==> src/rtl/pc_sequencer_if.sv <==
// Fetch/control handshake between the pc sequencer (master) and the ROM/datapath (slave).
interface pc_sequencer_if;
    logic       start;
    logic       stall;
    logic [9:0] instr;
    logic       eq_flag;
    logic [9:0] pc;
    logic       exec_en;
    logic       halted;
    logic       stk_err;
    logic [2:0] sp;

    modport master (
        input  start, stall, instr, eq_flag,
        output pc, exec_en, halted, stk_err, sp
    );

    modport slave (
        output start, stall, instr, eq_flag,
        input  pc, exec_en, halted, stk_err, sp
    );
endinterface

==> src/rtl/pc_sequencer.sv <==
// Program counter, control-flow decode and return-address stack for the 10-bit computer.
// Zero-bubble fetch (next pc one cycle after commit); stall freezes all state and drops exec_en.
module pc_sequencer #(
    parameter logic [9:0] RESET_PC    = 10'd0,
    parameter int         STACK_DEPTH = 4
) (
    input  logic           clk,
    input  logic           rst,
    pc_sequencer_if.master bus
);
    localparam int         IDXW  = (STACK_DEPTH > 1) ? $clog2(STACK_DEPTH) : 1;
    localparam logic [3:0] DEPTH = 4'(STACK_DEPTH);

    localparam logic [3:0] OP_J    = 4'b1100;
    localparam logic [3:0] OP_JE   = 4'b1101;
    localparam logic [3:0] OP_JAL  = 4'b1110;
    localparam logic [3:0] OP_RET  = 4'b0111;
    localparam logic [3:0] OP_HALT = 4'b1111;

    typedef enum logic [1:0] {IDLE, RUN, HALT} state_t;

    state_t     state;
    logic [9:0] pc_q;
    logic [3:0] cnt;
    logic       stk_err_q;
    logic [9:0] stack [2**IDXW];

    logic [3:0]      op;
    logic [9:0]      off;
    logic [9:0]      target;
    logic [9:0]      inc;
    logic [9:0]      top;
    logic [IDXW-1:0] top_idx;
    logic [IDXW-1:0] push_idx;
    logic            full;
    logic            empty;
    logic            go;
    logic            err;
    logic            push;

    always_comb begin
        op       = bus.instr[9:6];
        off      = {{4{bus.instr[5]}}, bus.instr[5:0]};
        target   = pc_q + off;
        inc      = pc_q + 10'd1;
        full     = (cnt == DEPTH);
        empty    = (cnt == 4'd0);
        top_idx  = IDXW'(cnt - 4'd1);
        push_idx = IDXW'(cnt);
        top      = stack[top_idx];
        go       = (state == RUN) && !bus.stall;
        err      = ((op == OP_JAL) && full) || ((op == OP_RET) && empty);
        push     = go && (op == OP_JAL) && !full;
    end

    // Stack contents need no reset: occupancy alone decides what is valid.
    always_ff @(posedge clk) begin
        if (push) begin
            stack[push_idx] <= inc;
        end
    end

    always_ff @(posedge clk) begin
        if (rst) begin
            state     <= IDLE;
            pc_q      <= RESET_PC;
            cnt       <= 4'd0;
            stk_err_q <= 1'b0;
        end else begin
            case (state)
                IDLE: begin
                    if (bus.start) begin
                        state <= RUN;
                        pc_q  <= RESET_PC;
                    end
                end
                RUN: begin
                    if (!bus.stall) begin
                        case (op)
                            OP_J:  pc_q <= target;
                            OP_JE: pc_q <= bus.eq_flag ? target : inc;
                            OP_JAL: begin
                                if (full) begin
                                    stk_err_q <= 1'b1;
                                    state     <= HALT;
                                end else begin
                                    cnt  <= cnt + 4'd1;
                                    pc_q <= target;
                                end
                            end
                            OP_RET: begin
                                if (empty) begin
                                    stk_err_q <= 1'b1;
                                    state     <= HALT;
                                end else begin
                                    cnt  <= cnt - 4'd1;
                                    pc_q <= top;
                                end
                            end
                            OP_HALT: state <= HALT;
                            default: pc_q  <= inc;
                        endcase
                    end
                end
                HALT: begin
                    if (bus.start) begin
                        state <= RUN;
                        pc_q  <= RESET_PC;
                        cnt   <= 4'd0;
                    end
                end
                default: state <= IDLE;
            endcase
        end
    end

    // A faulting jal/ret is not committed; a halt instruction is.
    assign bus.exec_en = go && !err;
    assign bus.pc      = pc_q;
    assign bus.halted  = (state == HALT);
    assign bus.stk_err = stk_err_q;
    assign bus.sp      = cnt[2:0];
endmodule

==> src/flat_wrapper.sv <==
// flat-port wrapper written by rule: the top's interface ports become plain ports
module pc_sequencer_flat 
#(
    parameter logic [9:0] RESET_PC    = 10'd0,
    parameter int         STACK_DEPTH = 4
)
  (clk, rst, bus_start, bus_stall, bus_instr, bus_eq_flag, bus_pc, bus_exec_en, bus_halted, bus_stk_err, bus_sp);
  pc_sequencer_if bus_i ();
  input  logic clk;
  input  logic rst;
  input wire logic [$bits(bus_i.start)-1:0] bus_start;
  input wire logic [$bits(bus_i.stall)-1:0] bus_stall;
  input wire logic [$bits(bus_i.instr)-1:0] bus_instr;
  input wire logic [$bits(bus_i.eq_flag)-1:0] bus_eq_flag;
  output wire logic [$bits(bus_i.pc)-1:0] bus_pc;
  output wire logic [$bits(bus_i.exec_en)-1:0] bus_exec_en;
  output wire logic [$bits(bus_i.halted)-1:0] bus_halted;
  output wire logic [$bits(bus_i.stk_err)-1:0] bus_stk_err;
  output wire logic [$bits(bus_i.sp)-1:0] bus_sp;
  assign bus_i.start = bus_start;
  assign bus_i.stall = bus_stall;
  assign bus_i.instr = bus_instr;
  assign bus_i.eq_flag = bus_eq_flag;
  assign bus_pc = bus_i.pc;
  assign bus_exec_en = bus_i.exec_en;
  assign bus_halted = bus_i.halted;
  assign bus_stk_err = bus_i.stk_err;
  assign bus_sp = bus_i.sp;
  pc_sequencer #(.RESET_PC(RESET_PC), .STACK_DEPTH(STACK_DEPTH)) u_core (.clk(clk), .rst(rst), .bus(bus_i));
endmodule
==> config.mk <==
export PLATFORM = sky130hd
export DESIGN_NAME = pc_sequencer_flat
export DESIGN_NICKNAME = d
export VERILOG_FILES = /design/src/rtl/pc_sequencer_if.sv /design/src/rtl/pc_sequencer.sv /design/src/flat_wrapper.sv
export SDC_FILE = /design/constraint.sdc
export NUM_CORES = 1
export LEC_CHECK = 0
export CORE_UTILIZATION = 55
export CTS_CLUSTER_SIZE = 12
export DETAILED_ROUTE_END_ITERATION = 8
export PLACE_DENSITY = 0.78
export SYNTH_ARGS = -nofsm -noshare
export SYNTH_HDL_FRONTEND = slang
export SYNTH_SLANG_ARGS = --single-unit
==> constraint.sdc <==
create_clock -name clk -period 2.89 [get_ports clk]
set_input_delay 0.289 -clock clk [delete_from_list [all_inputs] [get_ports clk]]
set_output_delay 0.289 -clock clk [all_outputs]
set_load 0.005 [all_outputs]
==> parameters.txt, run 1 <==
Parameter                              Value

Clock tree
  Post-CTS clock slew at the launch and capture registers of the worst setup and hold paths    about 0.07 ns
  Root Driver    clkbuf_8
  TritonCTS clock tree    done
  CTS H-tree depth    3
  Bufs on Longest Clock Path    2
  Inserted Clock Buffers    9
  Cts repair resizes    0
  Post-CTS Hold Buffers    0
  Setup repair bufs after CTS    0
  CTS sink cnt    57
  Worst-skew pair later-pin latency    roughly 0.33 ns

Yosys
  Top cells by count, synth    40 x edfxtp_1, 25 x nor2_1, 18 x ha_1, 17 x dfxtp_1, 16 x nand2_1
  Async set-reset flop share out of synthesis    0%
  Primary flip-flop cell chosen by synthesis mapping    edfxtp_1
  Area share of the largest cell type after synthesis    about 37%
  Mean instance size in the synthesized netlist    roughly 12 sq um
  Post-synth design cell area    0.00320 sq mm
  Top cell type by total area after synthesis    edfxtp_1
  Yosys cell types    53
  Number of nets produced by synthesis    312
  Largest cells by area after synthesis    edfxtp_1 37%, dfxtp_1 11%, ha_1 7.0%
  Synthesized instance count    278
  Number of enable flip-flop cells after synthesis    40
  Seq cells post-synth    57
  Sequential-to-total area share from yosys stat    a little under 50%
  Most frequent cell after synthesis    edfxtp_1
  Yosys warnings    0

Route
  Met3 wire length    about 360 microns
  Post-detailed-routing wire length    ~6700 microns
  DR vias/cell    a little under 6
  Detailed Routing Iterations Pass 1    5
  WL/cell    between 15 and 20 microns
  Wire length the detailed router placed on met1    2960 microns
  Uppermost metal layer occupied by signal nets    met4
  DRC marker count from the first detailed-route iteration    between 100 and 150
  Met2 WL    3310 microns
  Post-detailed-route count of antenna-violating nets    0
  Number of design rule violations left after detail routing    0
  DR vias    between 2,000 and 2,500

GRT
  Global-route wire length before repair    roughly 11,000 microns
  Aggregate global routing overflow    0
  Number of antenna violations at the first check in global routing    0
  Via count of the first global-routing pass    between 2,000 and 2,500
  Aggregate global-route resource usage    between 20% and 30%
  Pin count of the biggest net entering global routing    17

Timing
  Slew @ Worst Pin    0.590 ns
  Total setup violations reported at the end of the flow    0
  Worst relative slew slack    60.7%
  Hold Fails Final Rpt    0
  Final period util    84.5%
  Min Tclk post-route    roughly 2.4 ns
  Final sum of negative setup slack    0 ns
  Maximum achievable frequency    0.409 GHz
  Fin Clk Skew    0.0112 ns
  Unrepaired setup endpoints after global routing    false
  Worst Hold Margin    0.469 ns
  Final Max Slew Viols    0

Critical path
  Maximum fanout count along the critical path    6
  Cell type of the slowest stage on the worst timing path    clkdlybuf4s50_1
  Slowest stage delay, CP    about 0.53 ns
  Family with the most delay on the worst path    buffers and inverters
  Kind of launch point of the worst setup path    register
  Crit-path cells    inv_1 -> ha_1 -> nand2b_1 -> a21oi_2 -> a311oi_1 -> clkdlybuf4s50_1
  Buffers & Inverters on Critical Path    2
  Required time reported for the critical path endpoint    between 2 and 3 ns
  Category of the worst setup path capture point    output pin
  Signal arrival time at the worst endpoint    2.15 ns
  Setup CP Type    reg2out

Floorplanning
  Standard-cell row count    27
  I/O pin cnt    31
  Die boundary height    around 78 microns
  Die width    roughly 80 microns
  Core Region    0.00557 sq mm
  Starting Density    between 50% and 60%
  Total Die Area    just over 0.006 sq mm

Cells and area
  P&R area growth vs syn    16.5%
  Final instance count without filler cells    a little under 400
  Fraction of final layout cells sized beyond drive strength 1    around 11%
  Count of antenna diodes in the layout    0
  NumNets Final    344
  FILL cells    430

Pwr
  Maximum resistive drop on vdd    around 0.58 mV
  Total design power    between 1.5 and 2 mW
  Power density over the cells    about 530 mW/mm^2
  Leakage Power    1.36 nW

Place
  Post-DP HPWL    4730 microns
  Final weighted congestion of routability-driven global placement    roughly 0.86
  Placed instance count    about 370
  Count of input and output buffers    30

Run status
  Result of the run    finished clean

Job
  Count of max-cap constraint violations    0

Hold path
  Kind of path behind the tightest hold check    reg2reg
sequential cells by signal (all words and copies together) (netlist names):
name                cells
u_core.bus.stk_err      1
u_core.cnt              4
u_core.bus.pc          10
u_core.stack           40
u_core.state            2
through the flow:
| stage | instance area, sq um | util (%) | setup WS [ns] |
|---|---|---|---|
| 5_1_grt | 3730 | 67.0 | 0.244 |
| 6_report | 3730 | 67.0 | 0.448 |
| 2_1_floorplan | 3200 | - | 0.498 |
| 4_1_cts | 3730 | 67.0 | 0.450 |
| 3_3_place_gp | 3540 | 63.4 | 0.522 |
| 3_5_place_dp | 3540 | 63.4 | 0.463 |
cells in the final DEF, fill, tap and decap left out, drive strengths merged, types with 8 or more instances in the layout:
cell type	n
xnor2	9
dfxtp	17
clkbuf	11
inv	15
a21oi	10
clkdlybuf4s50	30
a22oi	9
and2	8
o21ai	14
nor2	25
nand2	16
ha	18
edfxtp	40
mux4	10
final timing paths:
path	to	slack, ns	from	depth (start not counted)
worst max-delay path	bus_exec_en	0.45	u_core.cnt[1]$_SDFFE_PP0P_	6
worst min-delay path	u_core.bus.stk_err$_SDFFE_PP0P_	0.47	u_core.bus.stk_err$_SDFFE_PP0P_	2
worst max register to register	u_core.bus.pc[4]$_SDFFE_PP0P_	0.48	u_core.cnt[1]$_SDFFE_PP0P_	8
worst min register to register	u_core.bus.stk_err$_SDFFE_PP0P_	0.47	u_core.bus.stk_err$_SDFFE_PP0P_	2
area by class of cell:
| class | instances | area [sq um] | share of cell area, % |
|---|---|---|---|
| Sequential cell | 57 | 1540 | 41.3 |
| Multi-Input combinational cell | 193 | 1520 | 40.7 |
| Timing Repair Buffer | 34 | 330 | 8.85 |
| Clock buffer | 11 | 141 | 3.79 |
| Tap cell | 72 | 90.1 | 2.41 |
| Clock inverter | 5 | 56.3 | 1.51 |
| Inverter | 15 | 56.3 | 1.51 |
cell families after synthesis:
group	after synthesis	synth area share (%)
compound gates	65	14.3
xor+xnor	16	4.37
mux	13	7.97
buf+inv	28	4.53
fa+ha+maj	19	7.65
simple gates	80	13.1
flops	57	48.1
per-layer routing:
metal,GRT usage [%],vias to the layer above
li1,-,1109
met1,31.0,1105
met2,42.3,79
met3,4.07,8
met4,8.89,0
met5,0,-
worst register-to-register path, delay by kind of cell (launching register included):
family,cells,cell delay (ns)
flip-flops,1,0.46
multiplexers,1,0.41
buffers and inverters,1,0.13
AO/OA/AOI/OAI,3,0.44
adder cells (fa/ha/maj),1,0.64
AND/OR/NAND/NOR,2,0.22
power by group:
part / total, mW / switching (mW) / internal, mW
clock: 0.734 / 0.314 / 0.420
combinational: 0.324 / 0.168 / 0.156
sequential: 0.905 / 0.0193 / 0.885
total: 1.96 / 0.502 / 1.46
(Power assumes the default switching activity.)
==> inputs of run 2 (changes only) <==
- CORE_UTILIZATION: 55 -> 52
- clock period: 2.89 -> 2.1 ns (I/O delays scaled with it)
==> run 2 against run 1 <==
  * Combinational power is 61% higher
  * Clock skew is 0.0034 ns lower
  * Final cell count is 8.8% higher
  * Largest cell class unchanged
  * Wire length is 9.5% higher
  * First-iteration DRC count is 17% higher
  * Design area is 7.8% higher
  * Worst setup slack worse by 0.35 ns
  * Clock power is 26% higher
  * Largest power group unchanged
  * Critical path depth is 4 higher
  * Non-clock buffer count is 31 higher
  * Count of clock-buffer cells in the layout is 2 lower
==> parameters.txt, run 2 (synthesized netlist as in run 1, its figures left out) <==
Parameter                              Value

Run status
  Result of the run    finished clean

Cells and area
  Final non-filler cell area    0.00403 sq mm
  P&R area growth vs syn    25.6%
  Register containing the most flip-flops in the final layout    u_core.stack
  Fraction of final layout cells sized beyond drive strength 1    roughly a fifth
  FILL cells    436
  Max FFs per register    40
  Leading cell type in the layout, fill and taps excluded    edfxtp_1
  Area used by sequential logic in the layout    0.00154 sq mm
  Most used cells in the layout excluding fill and tap cells    40 x edfxtp_1, 30 x buf_4, 29 x clkdlybuf4s50_1
  NumNets Final    roughly 380
  Final instance count without filler cells    around 420
  Count of antenna diodes in the layout    0
  Area of combinational cells with multiple inputs    0.00153 sq mm

Clock tree
  Bufs on Longest Clock Path    2
  Worst-skew pair later-pin latency    between 0.3 and 0.4 ns
  Root Driver    clkbuf_8
  TritonCTS clock tree    done
  CTS sink cnt    between 50 and 60
  Post-CTS clock slew at the launch and capture registers of the worst setup and hold paths    about 0.070 ns
  CTS H-tree depth    3
  Inserted Clock Buffers    9

GRT
  Number of antenna violations at the first check in global routing    0
  Pin count of the biggest net entering global routing    17
  Aggregate global routing overflow    0
  Via count of the first global-routing pass    2,398
  Aggregate global-route resource usage    25.0%
  Global-route wire length before repair    about 12,000 microns

Timing
  Min Tclk post-route    around 2 ns
  Maximum achievable frequency    approximately 0.5 GHz
  Slew @ Worst Pin    0.547 ns
  Total setup violations reported at the end of the flow    0
  Final Max Slew Viols    0
  Fin Clk Skew    ~0.0078 ns
  Worst relative slew slack    between 60 and 70%
  Hold Fails Final Rpt    0
  Final period util    a little over nine tenths

Floorplanning
  Total Die Area    0.00648 sq mm
  Starting Density    54.1%
  Die boundary height    80.5 microns
  I/O pin cnt    31
  Standard-cell row count    28
  Die width    between 80 and 90 microns
  Core Region    between 0.005 and 0.006 sq mm

Place
  Area after detailed placement    0.00383 sq mm
  Count of input and output buffers    30
  Post-DP HPWL    5280 microns
  Placed instance count    slightly above 400
  Final weighted congestion of routability-driven global placement    around 0.87

Route
  DR vias    between 2,000 and 2,500
  DRC marker count from the first detailed-route iteration    around 150
  Post-detailed-route count of antenna-violating nets    0
  Post-detailed-routing wire length    about 7400 microns
  Detailed Routing Iterations Pass 1    5
  WL/cell    about 17 microns
  DR vias/cell    5.90
  Number of design rule violations left after detail routing    0

Critical path
  Maximum fanout count along the critical path    3
  Required time reported for the critical path endpoint    ~2.3 ns
  Signal arrival time at the worst endpoint    around 2.2 ns
  Category of the worst setup path capture point    register
  Setup CP Type    in2reg
  Kind of launch point of the worst setup path    input port

Pwr
  Cell-internal power    between 1.5 and 2 mW
  Maximum resistive drop on vdd    0.499 mV
  Register share of total power    a little under half
  Part of the total power dissipated in the clock network    approximately 34%
  Psw    around 0.76 mW
  Switching fraction of total power    28.3%
  Total design power    between 2 and 3 mW
  Power density over the cells    about 670 mW/mm^2
  Combinational power share    approximately a fifth
  Leakage Power    around 1.5 nW

Job
  Count of max-cap constraint violations    0

Hold path
  Kind of path behind the tightest hold check    reg2reg
run 2: worst paths after layout:
check	start	end	slack (ns)	depth (start not counted)
setup / recovery	bus_instr[0]	u_core.bus.pc[6]$_SDFFE_PP0P_	0.1	10
hold / removal	u_core.bus.stk_err$_SDFFE_PP0P_	u_core.bus.stk_err$_SDFFE_PP0P_	0.48	2
setup reg to reg	u_core.bus.pc[0]$_SDFFE_PP0P_	u_core.bus.pc[6]$_SDFFE_PP0P_	0.1	9
hold reg to reg	u_core.bus.stk_err$_SDFFE_PP0P_	u_core.bus.stk_err$_SDFFE_PP0P_	0.48	2
run 2: critical path, stage by stage:
cell and delay, ns:
clkdlybuf4s50_1 0.48, ha_1 0.20, inv_1 0.07, fa_1 0.40
nor2b_2 0.18, o2111ai_1 0.16, nand3b_1 0.14, xnor2_1 0.12
o21ai_0 0.10, a22o_1 0.19
run 2: cell type report:
class                   count  share of cell area (%)
clock buffers               9                    3.08
clock inverters             7                    1.37
inverters                  15                    1.40
multi-input cells         193                    38.0
flip-flops and latches     57                    38.3
well taps                  75                    2.33
repair buffers             65                    15.5
run 2: through the flow:
stage | worst slack [ns] | setup TNS, ns | hold WS (ns) | util [%]
4_1_cts | 0.0556 | 0 | 0.480 | 67.8
2_1_floorplan | 0.0378 | 0 | 0.389 | -
6_report | 0.0967 | 0 | 0.481 | 68.0
5_1_grt | -0.00132 | -0.00132 | 0.507 | 68.0
3_3_place_gp | -0.185 | -0.694 | 0.452 | 64.7
3_5_place_dp | -0.289 | -1.17 | 0.464 | 64.7
run 2: metal layers:
metal  wire, microns  up-vias  track usage (%)
li1                -     1168                -
met1            3110     1192             30.5
met2            3630       99             40.9
met3             394       23             5.34
met4             223        0             13.8
met5               0        -                0
run 2: timing repair:
item,CTS,global route
endpoints found under the setup margin,1,8
pin swaps,0,1
hold endpoints to repair,0,0
setup buffers,1,0
resized for setup,1,4
hold buffers,0,0
run 2: power by group through the flow:
stage	Clock, mW	Combinational (mW)	Sequential, mW
global route	0.990	0.568	1.24
global placement	0	0.504	1.26
finish	0.923	0.523	1.24
CTS	0.947	0.521	1.24
floorplan	0	0.334	1.26
detailed placement	0	0.512	1.26
